`src/rtl/clk_run_ctl.sv`:
```
// -----------------------------------------------------------------------------
// clk_run_ctl
// Run/halt/step controller that produces a glitch-free clock enable for a
// downstream edge gate. Three asynchronous push-buttons are synchronized and
// edge-detected; a CPU halt request (already synchronous) can stop RUN/STEP.
//
// Parameters
//   SYNC_STAGES  synchronizer depth per button input (>= 2)
//   STEP_W       width of step_n and of the step burst counter
//
// Ports
//   clk       in   system clock, rising edge
//   rst       in   asynchronous active-high reset
//   run_btn   in   async level, rising edge requests free-run
//   halt_btn  in   async level, rising edge requests halt
//   step_btn  in   async level, rising edge requests a step burst
//   step_n    in   cycles per step burst (0 behaves as 1)
//   halt_req  in   synchronous halt request from the CPU
//   en        out  registered clock enable
//   mode      out  current state: HALT=00, RUN=01, STEP=10
//   cycles    out  number of edges sampled with en=1, wraps at 2^16
// -----------------------------------------------------------------------------
module clk_run_ctl #(
   parameter int unsigned SYNC_STAGES = 2,
   parameter int unsigned STEP_W      = 8
) (
   input  logic              clk,
   input  logic              rst,
   input  logic              run_btn,
   input  logic              halt_btn,
   input  logic              step_btn,
   input  logic [STEP_W-1:0] step_n,
   input  logic              halt_req,
   output logic              en,
   output logic [1:0]        mode,
   output logic [15:0]       cycles
);

   localparam int unsigned NBTN     = 3;
   localparam int unsigned BTN_RUN  = 0;
   localparam int unsigned BTN_HALT = 1;
   localparam int unsigned BTN_STEP = 2;
   localparam int unsigned CYC_W    = 16;

   typedef enum logic [1:0] {
      S_HALT = 2'b00,
      S_RUN  = 2'b01,
      S_STEP = 2'b10
   } mode_t;

   logic [SYNC_STAGES-1:0][NBTN-1:0] r_sync;
   logic [NBTN-1:0]                  r_prev;
   logic [NBTN-1:0]                  r_rise;
   logic [NBTN-1:0]                  w_btn;
   logic [NBTN-1:0]                  w_sync_out;

   mode_t              r_mode;
   mode_t              w_next_mode;
   logic [STEP_W-1:0]  r_cnt;
   logic [STEP_W-1:0]  w_next_cnt;
   logic               r_en;
   logic [CYC_W-1:0]   r_cycles;
   logic               w_halt_any;

   assign w_btn      = {step_btn, halt_btn, run_btn};
   assign w_sync_out = r_sync[SYNC_STAGES-1];

   // Synchronizer chain plus edge detector; the rise pulse is registered so
   // the FSM sees a clean single-cycle request.
   always_ff @(posedge clk or posedge rst) begin
      if (rst) begin
         r_sync <= '0;
         r_prev <= '0;
         r_rise <= '0;
      end else begin
         r_sync <= {r_sync[SYNC_STAGES-2:0], w_btn};
         r_prev <= w_sync_out;
         r_rise <= w_sync_out & ~r_prev;
      end
   end

   // halt_req only matters outside HALT; the halt button always wins.
   assign w_halt_any = r_rise[BTN_HALT] | halt_req;

   // State, burst counter, enable and cycle counter registers.
   always_ff @(posedge clk or posedge rst) begin
      if (rst) begin
         r_mode   <= S_HALT;
         r_cnt    <= '0;
         r_en     <= 1'b0;
         r_cycles <= '0;
      end else begin
         r_mode <= w_next_mode;
         r_cnt  <= w_next_cnt;
         r_en   <= (w_next_mode != S_HALT);
         if (r_en) begin
            r_cycles <= r_cycles + CYC_W'(1);
         end
      end
   end

   // Next-state logic.
   always_comb begin
      w_next_mode = r_mode;
      w_next_cnt  = r_cnt;
      unique case (r_mode)
         S_HALT: begin
            if (r_rise[BTN_HALT]) begin
               w_next_mode = S_HALT;
            end else if (r_rise[BTN_RUN]) begin
               w_next_mode = S_RUN;
            end else if (r_rise[BTN_STEP]) begin
               w_next_mode = S_STEP;
               // Burst length is latched here; later step_n changes are ignored.
               w_next_cnt  = (step_n == '0) ? STEP_W'(1) : step_n;
            end
         end
         S_RUN: begin
            if (w_halt_any) begin
               w_next_mode = S_HALT;
            end
         end
         S_STEP: begin
            if (w_halt_any) begin
               w_next_mode = S_HALT;
               w_next_cnt  = '0;
            end else if (r_cnt == STEP_W'(1)) begin
               w_next_mode = S_HALT;
               w_next_cnt  = '0;
            end else begin
               w_next_cnt  = r_cnt - STEP_W'(1);
            end
         end
         default: begin
            w_next_mode = S_HALT;
            w_next_cnt  = '0;
         end
      endcase
   end

   assign en     = r_en;
   assign mode   = r_mode;
   assign cycles = r_cycles;

endmodule

```
`config.mk`:
```
export PLATFORM = sky130hd
export DESIGN_NAME = clk_run_ctl
export DESIGN_NICKNAME = d
export VERILOG_FILES = /design/src/rtl/clk_run_ctl.sv
export SDC_FILE = /design/constraint.sdc
export NUM_CORES = 1
export LEC_CHECK = 0
export ABC_AREA = 1
export CAP_MARGIN = 10
export CELL_PAD_IN_SITES_DETAIL_PLACEMENT = 0
export CELL_PAD_IN_SITES_GLOBAL_PLACEMENT = 1
export CORE_MARGIN = 5
export CORE_UTILIZATION = 30
export DETAILED_ROUTE_END_ITERATION = 8
export DONT_BUFFER_PORTS = 1
export PLACE_DENSITY = 0.57
export SETUP_SLACK_MARGIN = 0.2
export SLEW_MARGIN = 20
export SYNTH_ARGS = -nofsm -noshare
export SYNTH_HDL_FRONTEND = slang
export SYNTH_SLANG_ARGS = --single-unit
```
`constraint.sdc`:
```
create_clock -name clk -period 1.2 [get_ports clk]
set_clock_uncertainty 0.05 [all_clocks]
set_input_delay 0.24 -clock clk [delete_from_list [all_inputs] [get_ports clk]]
set_output_delay 0.24 -clock clk [all_outputs]
set_load 0.05 [all_outputs]
```
==> results of run 1 <==
[sequential cells by signal, indices dropped and copies added, names as in the netlist]
name / count
r_prev: 3
cycles: 16
w_sync_out: 3
mode: 2
en: 1
r_cnt: 8
r_rise: 3
r_sync: 3
[path summary, 6_finish.rpt]
| kind | start | endpoint | slack [ps] | cells after the start |
|---|---|---|---|---|
| worst min-delay path | halt_req | mode[0] | 80 | 3 |
| worst max register to register | r_cnt[5] | en | -140 | 6 |
| worst max-delay path | r_cnt[5] | en | -140 | 6 |
| max in group asynchronous | rst | cycles[7] | 450 | 3 |
| worst min register to register | r_sync[1] | w_sync_out[1] | 310 | 0 |
| min in group asynchronous | rst | cycles[9] | 450 | 3 |
[power groups by stage]
stage / combinational, uW / clock, uW / sequential (uW)
floorplan: 548 / 0 / 2150
CTS: 2130 / 1350 / 1790
detailed placement: 1640 / 0 / 1740
finish: 2410 / 1320 / 1780
global placement: 1650 / 0 / 1730
global route: 2600 / 1440 / 1810
[kinds of logic after synthesis]
family / synth area share (%)
AOI/OAI and AO/OA: 6.51
xor gates and xnor gates: 6.23
adders and majority gates: 2.06
buffers and inverters: 6.99
DFF: 53.4
muxes: 0.616
and+or+nand+nor: 24.2
[placed cells by master, fill, tap and decap left out, types with 2 or more instances in the layout]
cell type	Yosys	layout
xnor2_1	5	5
nand2_1	36	27
nand2_4	1	4
buf_4	0	41
nor2_1	30	23
nor2_4	1	5
xor2_1	8	8
inv_1	31	24
dfrtp_2	0	12
bufinv_16	0	2
nor2_2	4	7
nand4_1	6	6
buf_12	0	4
nand3_1	10	4
ha_4	0	3
clkbuf_8	0	5
nand3_2	2	7
o21ai_1	2	4
buf_6	0	29
a21oi_1	12	8
dlygate4sd3_1	0	4
a21oi_2	0	4
clkinvlp_4	0	2
dfrtp_1	39	27
inv_2	3	8
nand2_2	2	8
buf_8	0	7
[worst register-to-register path: cells and delay by family, from the launching register on]
family / cells / cell delay [ps]
AO/OA/AOI/OAI: 1 / 50
buffers and inverters: 1 / 110
AND/OR/NAND/NOR: 4 / 610
flip-flops: 1 / 400
[metrics by stage]
step	utilization [%]	instances	instance area, sq um	setup slack [ps]	power, uW
floorplan	-	206	1860	-260	2700
global placement	40.0	333	2370	-133	3380
global route	52.9	374	3130	-210	5850
CTS	50.1	361	2960	-133	5280
detailed placement	40.0	333	2370	-185	3380
finish	52.9	374	3130	-140	5520
[layout make-up]
type | count | share of cell area [%]
inverters | 34 | 4.28
multi-input cells | 133 | 29.2
well taps | 75 | 3.00
repair buffers | 85 | 27.5
clock buffers | 5 | 2.20
clock inverters | 3 | 2.16
flip-flops and latches | 39 | 31.7
[repair_timing]
item | in CTS | in global routing
resized for setup | 81 | 19
endpoints found under the setup margin | 45 | 50
setup buffers | 16 | 13
hold endpoints to repair | 16 | 0
hold buffers | 4 | 0
pin swaps | 19 | 23
[layer usage]
metal	vias to the layer above	global-route usage, %	wire length (um)
met1	756	16.3	2050
met4	0	4.12	60
li1	827	-	-
met5	-	0	0
met3	6	3.57	178
met2	25	20.7	2310
==> summary.txt, run 1 <==
Yosys
  • Cell variety after synth: 25
  • Main synth FF type: dfrtp_1
  • Post-synthesis sequential area ratio: 53.4%
  • Post-synthesis cell area: 1830 sq um
  • Register bit total from synthesis: 39
  • Synth cell count leaders: dfrtp_1 (39), nand2_1 (36), inv_1 (31), nor2_1 (30), a21oi_1 (12)
  • Cell count after synthesis: 206
  • Synth area leader: dfrtp_1
  • Most common cell in the netlist: dfrtp_1
  • Largest cells by area after synthesis: dfrtp_1 (53%), nand2_1 (7.4%), inv_1 (6.4%), nor2_1 (6.2%), xor2_1 (3.8%)
  • FFs w/ async S/R, synth: 100%
  • Syn avg cell area: 8.87 sq um
  • Post-synth net total: 223
  • Post-synth top area share: 53.4%
  • Post-synth EDFFs: 0
  • Synthesis Warnings: 0

Die
  • # rows: 28
  • Floorplan die height: 88.0 um
  • Core box area: 5920 sq um
  • Number of I/O pins: 33
  • Starting Density: 30.9%
  • Die width: 88.0 um
  • Die area: 7750 sq um

Clocking
  • CTS Buf Count: 5
  • CTS max path bufs: 2
  • Clk_lat worst skew: 290 ps
  • H-tree depth: 2
  • CTS Sinks: 39
  • Root Buffer: clkbuf_8
  • Clock slew at reported path FFs: 80 ps
  • CTS tree: yes

Global routing
  • Initial antenna violation count: 0
  • Vias in the first global route: 1,679
  • GRT Overall Usage: 12.7%
  • Largest net degree at the start of global routing: 17
  • First-pass GRT wire length: 7.66 mm
  • GRT overflow: 0

Drt
  • Number of vias per cell: 4.32
  • Aggregate routed wire length: 4.59 mm
  • DRC viols: 0
  • Via count: 1,614
  • DR iter-0 viols: 58
  • Drt first pass iters: 4
  • Drt wl/cell: 12.3 um
  • DRT antenna net count: 0

Pwr
  • Clock share of power: 24.0%
  • Comb pwr share: 43.7%
  • Sw Ratio: 35.1%
  • Pwr/cell area: 1760 nW/um^2
  • Peak VDD IR: 1.62 mV
  • Sw Pwr: 1940 uW
  • Leakage: 0.00156 uW
  • Power Internal: 3580 uW
  • Sequential share of power: 32.3%

Timing
  • RSZ-0062 raised after global routing: yes
  • Slew Limit Fails: 0
  • Tmin final: 1340 ps
  • Hold Vio Cnt, Final: 0
  • Setup TNS Final: -2070 ps
  • Hold WS: 79.7 ps
  • Max Fclk: 746 MHz
  • PnR worst setup slack: -140 ps
  • Period utilisation layout: 112%
  • Setup violators final: 27
  • Max-Slew Margin vs Limit: 85.5%
  • Slew @ Worst Pin: 217 ps

Setup path
  • CP cell instances: nor2_2, nand2_2, nor2_4, buf_6, o22ai_4, or2_1
  • Endpoint class of the critical path: register
  • CP max FO: 2
  • Critical path class: reg2reg
  • Buf+Inv Stages, Crit Path: 1
  • CP startpoint kind: register
  • Slowest cell on crit path: dfrtp_1
  • Worst path required time: 1330 ps
  • CP top delay family: simple AND/OR/NAND/NOR gates
  • Slowest stage delay, CP: 400 ps
  • Crit path DAT: 1470 ps

Finish
  • FF/Latch Area: 991 sq um
  • Layout cells sized above 1: 51.8%
  • Area grow syn2layout: 71.3%
  • # nets final: 315
  • N_diodes: 0
  • # fillers: 545
  • Area of the multi-input gates: 915 sq um

Placed design
  • Routability congestion estimate: 0.773
  • HPWL after detailed placement: 3.12 mm
  • Port Buffers: 0

Flow run
  • Max-cap violation count: 0

Outcome
  • Status: finished, violations left
  • Failing checks: negative setup slack

Min path
  • HP Class: in2reg
No activity file was read; power rests on OpenSTA's default activity.
==> run 2, diff against run 1 <==
PLACE_DENSITY = 0.55   (was 0.57)
RECOVER_POWER = 100   (was not set)
clock period = 1.35 ns   (was 1.2 ns; I/O delays follow)
==> run 2 against run 1 <==
  * Sequential cell count did not move
  * The flow now finishes without violations
  * Count of clock-buffer cells in the layout is the same
  * Non-clock buffer count fell by 19
  * Register-to-register slack better by 140 ps
==> summary.txt, run 2 (same netlist as run 1, synthesis figures left out) <==
Setup path
  • Crit path launch: r_cnt[1] (was r_cnt[5])
  • Endpoint class of the critical path: register (unchanged)
  • R2r setup slk: 1 ps (was -140 ps)
  • CP max FO: 3 (was 2)
  • Critical R2R Launch: r_cnt[1] (was r_cnt[5])
  • Worst path required time: 1480 ps (was 1330 ps)
  • Crit path DAT: 1480 ps (was 1470 ps)
  • CP startpoint kind: register (unchanged)
  • Reg2Reg Depth: 7 (was 6)
  • End of the critical path: en (unchanged)
  • RR Endpoint: en (unchanged)
  • Critical path class: reg2reg (unchanged)

Clocking
  • H-tree depth: 2 (unchanged)
  • CTS Buf Count: 5 (unchanged)
  • CTS max path bufs: 2 (unchanged)
  • Clock slew at reported path FFs: 80 ps (about the same)
  • Clk_lat worst skew: 290 ps (about the same)
  • Root Buffer: clkbuf_8 (unchanged)
  • CTS tree: yes (unchanged)
  • CTS Sinks: 39 (unchanged)

Drt
  • DR iter-0 viols: 58 (unchanged)
  • Number of vias per cell: 4.31 (was 4.32)
  • DRT antenna net count: 0 (unchanged)
  • DRC viols: 0 (unchanged)
  • Via count: 1,530 (was 1,614)
  • Drt first pass iters: 4 (unchanged)
  • Drt wl/cell: 12.3 um (about the same)
  • Aggregate routed wire length: 4.36 mm (was 4.59 mm)

Timing
  • Period utilisation layout: 99.9% (was 112%)
  • Max-Slew Margin vs Limit: 69.5% (was 85.5%)
  • Hold Vio Cnt, Final: 0 (unchanged)
  • Setup violators final: 0 (was 27)
  • Tmin final: 1350 ps (was 1340 ps)
  • Max Fclk: 741 MHz (was 746 MHz)
  • Slew @ Worst Pin: 456 ps (was 217 ps)
  • Hold WS: 93.1 ps (was 79.7 ps)
  • RSZ-0062 raised after global routing: yes (unchanged)
  • Slew Limit Fails: 0 (unchanged)

Finish
  • Final Core Density: 49.5% (was 52.9%)
  • Most frequent cells in the layout: buf_4 (35), nand2_1 (27), inv_1 (26), dfrtp_1 (26), nor2_1 (21) (was buf_4 (41), buf_6 (29), nand2_1 (27), dfrtp_1 (27), inv_1 (24))
  • Area grow syn2layout: 60.5% (was 71.3%)
  • N_diodes: 0 (unchanged)
  • Layout cells sized above 1: 50.7% (was 51.8%)
  • # nets final: 296 (was 315)
  • Commonest non-fill, non-tap cell in the layout: buf_4 (unchanged)
  • Max reg flops: 16 (unchanged)
  • Finished Cell Area: 2930 sq um (was 3130 sq um)
  • # fillers: 569 (was 545)

Die
  • Floorplan die height: 88.0 um (unchanged)
  • Die width: 88.0 um (unchanged)
  • Core box area: 5920 sq um (unchanged)
  • Die area: 7750 sq um (unchanged)
  • Number of I/O pins: 33 (unchanged)
  • # rows: 28 (unchanged)
  • Starting Density: 30.9% (unchanged)

Placed design
  • Port Buffers: 0 (unchanged)
  • Routability congestion estimate: 0.768 (was 0.773)
  • Placement Cell Area: 2220 sq um (was 2370 sq um)
  • HPWL after detailed placement: 3.03 mm (was 3.12 mm)

Global routing
  • GRT overflow: 0 (unchanged)
  • Vias in the first global route: 1,501 (was 1,679)
  • Largest net degree at the start of global routing: 21 (was 17)
  • First-pass GRT wire length: 7.24 mm (was 7.66 mm)
  • Initial antenna violation count: 0 (unchanged)
  • GRT Overall Usage: 12.3% (was 12.7%)

Pwr
  • Peak VDD IR: 1.07 mV (was 1.62 mV)
  • Leakage: 0.00146 uW (was 0.00156 uW)
  • Pwr/cell area: 1590 nW/um^2 (was 1760 nW/um^2)

Min path
  • HP Class: in2reg (unchanged)

Outcome
  • Status: completed (was finished, violations left)

Flow run
  • Max-cap violation count: 0 (unchanged)
==> run 2: changes by cell type in the layout (fill, tap and decap cells not counted), moves of 2 or more <==
cell | before | now
buf_6 | 29 | 13
buf_4 | 41 | 35
buf_12 | 4 | 0
buf_8 | 7 | 11
xnor2_1 | 5 | 2
a21oi_1 | 8 | 6
a21oi_2 | 4 | 6
clkbuf_2 | 0 | 2
inv_1 | 24 | 26
inv_2 | 8 | 6
nor2_1 | 23 | 21
nor2_2 | 7 | 9
xnor2_2 | 0 | 2
==> run 2: worst max-delay path: stages (launching register included) <==
cell and delay (ps):
dfrtp_1 390, inv_2 90, ha_4 140, nand2_4 50
nor2_4 110, buf_4 110, o22ai_2 50, or2_1 230
==> run 2: power by group <==
group | switching [uW] | internal [uW] | leakage [uW]
sequential | 224 | 1380 | 0.000471
combinational | 1020 | 878 | 0.000928
clock | 436 | 737 | 0.0000644
total | 1680 | 2990 | 0.00146
==> run 2: repair_timing <==
action	CTS	global route
resized for setup	42	53
pin swaps	15	14
endpoints found under the setup margin	38	42
hold buffers	4	0
buffers inserted	15	10
hold endpoints to repair	21	0
==> run 2: worst min path at each step <==
stage,slack (ps),endpoint,cells past startpoint,startpoint
finish,90,r_cnt[4],2,step_n[4]
global route,100,mode[0],3,halt_req
CTS,100,mode[0],3,halt_req
detailed placement,130,r_sync[2],1,rst
global placement,130,r_sync[2],1,rst
floorplan,190,cycles[10],1,rst
==> run 2: stage by stage <==
step / setup slack, ps / setup TNS, ps / total power, uW / std cells
6_report: 1.04 / 0 / 4680 / 355
5_1_grt: -67.5 / -280 / 4980 / 355
4_1_cts: 8.56 / 0 / 4380 / 345
3_5_place_dp: -15.2 / -24.2 / 2890 / 318
3_3_place_gp: 2.10 / 0 / 2890 / 318
2_1_floorplan: -110 / -268 / 2400 / 206
==> run 2: routing by layer <==
metal / GRT usage, % / wire length, um / vias up
li1: - / - / 792
met5: 0 / 0 / -
met4: 4.67 / 62 / 0
met2: 17.7 / 2110 / 26
met1: 16.7 / 1950 / 705
met3: 4.52 / 238 / 7
==> run 2: layout make-up <==
| class | instances | area, sq um | share of cell area (%) |
|---|---|---|---|
| Clock inverter | 3 | 67.6 | 2.30 |
| Tap cell | 75 | 93.8 | 3.20 |
| Timing Repair Buffer | 66 | 632 | 21.5 |
| Clock buffer | 5 | 68.8 | 2.35 |
| Inverter | 34 | 134 | 4.56 |
| Multi-Input combinational cell | 133 | 945 | 32.2 |
| Sequential cell | 39 | 992 | 33.8 |
==> run 3, diff against run 2 <==
CORE_UTILIZATION = 46   (was 30)
PLACE_DENSITY = 0.78   (was 0.55)
==> run 3 against run 2 <==
  * The run now ends with negative setup slack left
  * Sequential share of layout area is 1.4 points higher
  * Sequential cell count is the same
  * First-iteration DRC count shrank 10%
  * Cell area is 4.2% lower
  * Combinational power is 3% higher
  * Sequential power is essentially flat
  * Register-to-register slack worse by 20 ps
  * Total power increased by 0.66%
  * Die area down 31%
  * Fmax decreased by 1.8%
  * Wire length up 12%
  * Worst setup slack worse by 25 ps
  * Critical endpoint is now r_cnt[0]
  * Largest power group unchanged
  * Highest routed layer unchanged
==> summary.txt, run 3 (same netlist as run 1, synthesis figures left out) <==
Clocking
  • Clock slew at reported path FFs: 80 ps (about the same)
  • H-tree depth: 2 (unchanged)
  • Clk_lat worst skew: 290 ps (about the same)
  • Root Buffer: clkbuf_8 (unchanged)
  • CTS Buf Count: 5 (unchanged)
  • CTS max path bufs: 2 (unchanged)
  • CTS tree: yes (unchanged)
  • CTS Sinks: 39 (unchanged)

Timing
  • PnR worst setup slack: -23.8 ps (was 1.04 ps)
  • Period utilisation layout: 102% (was 99.9%)
  • RSZ-0062 raised after global routing: yes (unchanged)
  • Max-Slew Margin vs Limit: 71.1% (was 69.5%)
  • Max Fclk: 728 MHz (was 741 MHz)
  • Slew Limit Fails: 0 (unchanged)
  • Hold WS: 111 ps (was 93.1 ps)
  • Setup violators final: 5 (was 0)
  • Tmin final: 1370 ps (was 1350 ps)
  • Hold Vio Cnt, Final: 0 (unchanged)
  • Slew @ Worst Pin: 432 ps (was 456 ps)

Finish
  • Layout cells sized above 1: 46.4% (was 50.7%)
  • Most frequent cells in the layout: nand2_1 (30), buf_4 (30), dfrtp_1 (28), inv_1 (27), nor2_1 (23) (was buf_4 (35), nand2_1 (27), inv_1 (26), dfrtp_1 (26), nor2_1 (21))
  • Max reg flops: 16 (unchanged)
  • Finished Cell Area: 2810 sq um (was 2930 sq um)
  • # nets final: 294 (was 296)
  • Area grow syn2layout: 53.8% (was 60.5%)
  • N_diodes: 0 (unchanged)
  • Final Core Density: 71.8% (was 49.5%)

Setup path
  • CP max FO: 7 (was 3)
  • Critical path class: reg2reg (unchanged)
  • Endpoint class of the critical path: register (unchanged)
  • Worst path required time: 1480 ps (about the same)
  • Crit path DAT: 1500 ps (was 1480 ps)
  • CP startpoint kind: register (unchanged)

Die
  • Floorplan die height: 73.0 um (was 88.0 um)
  • Die area: 5330 sq um (was 7750 sq um)
  • Number of I/O pins: 33 (unchanged)
  • Die width: 73.0 um (was 88.0 um)
  • Starting Density: 46.7% (was 30.9%)
  • Core box area: 3910 sq um (was 5920 sq um)
  • # rows: 23 (was 28)

Pwr
  • Leakage: 0.00145 uW (was 0.00146 uW)
  • Design Power: 4710 uW (was 4680 uW)
  • Peak VDD IR: 0.839 mV (was 1.07 mV)
  • Pwr/cell area: 1680 nW/um^2 (was 1590 nW/um^2)

Global routing
  • GRT overflow: 0 (unchanged)
  • Vias in the first global route: 1,751 (was 1,501)
  • First-pass GRT wire length: 7.76 mm (was 7.24 mm)
  • Grt met1 use: 20.7% (was 16.7%)
  • Global routing usage on met3: 6.20% (was 4.52%)
  • Grt met2 use: 34.2% (was 17.7%)
  • Initial antenna violation count: 0 (unchanged)
  • Largest net degree at the start of global routing: 20 (was 21)
  • GRT Overall Usage: 18.9% (was 12.3%)
  • Most Crowded Layer GR: met2 (unchanged)

Drt
  • DRC viols: 0 (unchanged)
  • DR iter-0 viols: 52 (was 58)
  • DRT antenna net count: 0 (unchanged)
  • Aggregate routed wire length: 4.89 mm (was 4.36 mm)
  • Drt first pass iters: 6 (was 4)
  • Drt wl/cell: 14.9 um (was 12.3 um)
  • Number of vias per cell: 5.02 (was 4.31)
  • Via count: 1,646 (was 1,530)

Placed design
  • Port Buffers: 0 (unchanged)
  • HPWL after detailed placement: 2.95 mm (was 3.03 mm)
  • Placement Cell Area: 2130 sq um (was 2220 sq um)
  • Dpl ws: -34.3 ps (was -15.2 ps)
  • Routability congestion estimate: 0.832 (was 0.768)

Flow run
  • Max-cap violation count: 0 (unchanged)

Outcome
  • Status: finished, violations left (was completed)
  • Failing checks: negative setup slack

Min path
  • HP Class: in2reg (unchanged)
run 3: power breakdown:
group	switching [uW]	leakage (uW)	internal, uW
Sequential	246	0.000473	1370
Combinational	1040	0.000911	912
Clock	399	0.0000654	739
run 3: routing by layer:
metal,up-vias,part of all wire (%)
met2,42,54
met4,0,2.1
met5,-,0
met1,808,39
li1,783,-
met3,13,4.8
run 3: worst max-delay path, stage by stage (launching register included):
cell and delay [ps]:
dfrtp_1 410, inv_2 100, ha_4 140, nand2_2 60, nor2_4 150, nor2_4 80
nand2_1 70, nand2_1 60, nand2_1 80, nand2_1 60
run 3: path summary, 6_finish.rpt:
path	startpoint	to	slack, ps	depth (start not counted)
worst max-delay path	r_cnt[1]	r_cnt[0]	-20	9
worst min-delay path	halt_req	mode[0]	110	3
worst max register to register	r_cnt[1]	r_cnt[0]	-20	9
worst min register to register	r_sync[0]	w_sync_out[0]	310	0
max in group asynchronous	rst	cycles[13]	210	3
min in group asynchronous	rst	r_sync[2]	410	2
run 3: what timing repair did:
| action | CTS | global route |
|---|---|---|
| buffers inserted | 20 | 12 |
| gates resized for setup | 58 | 38 |
| setup endpoints to repair | 39 | 42 |
| hold buffers | 4 | 0 |
| pin swaps | 16 | 15 |
| hold endpoints to repair | 20 | 0 |
run 3: layout make-up:
cell class	instances	area (sq um)
tap	50	62.6
inverter	34	134
clock inverter	2	60.1
clock buffer	6	72.6
multi-input combinational	133	921
timing repair buffer	64	569
fill	288	1100
sequential	39	990
run 3: per-stage QoR:
step,setup TNS (ps),std cells
after global placement,0,284
after CTS,0,316
after floorplan,-268,206
after detailed placement,-50.8,284
after global routing,-860,328
final,-62.8,328
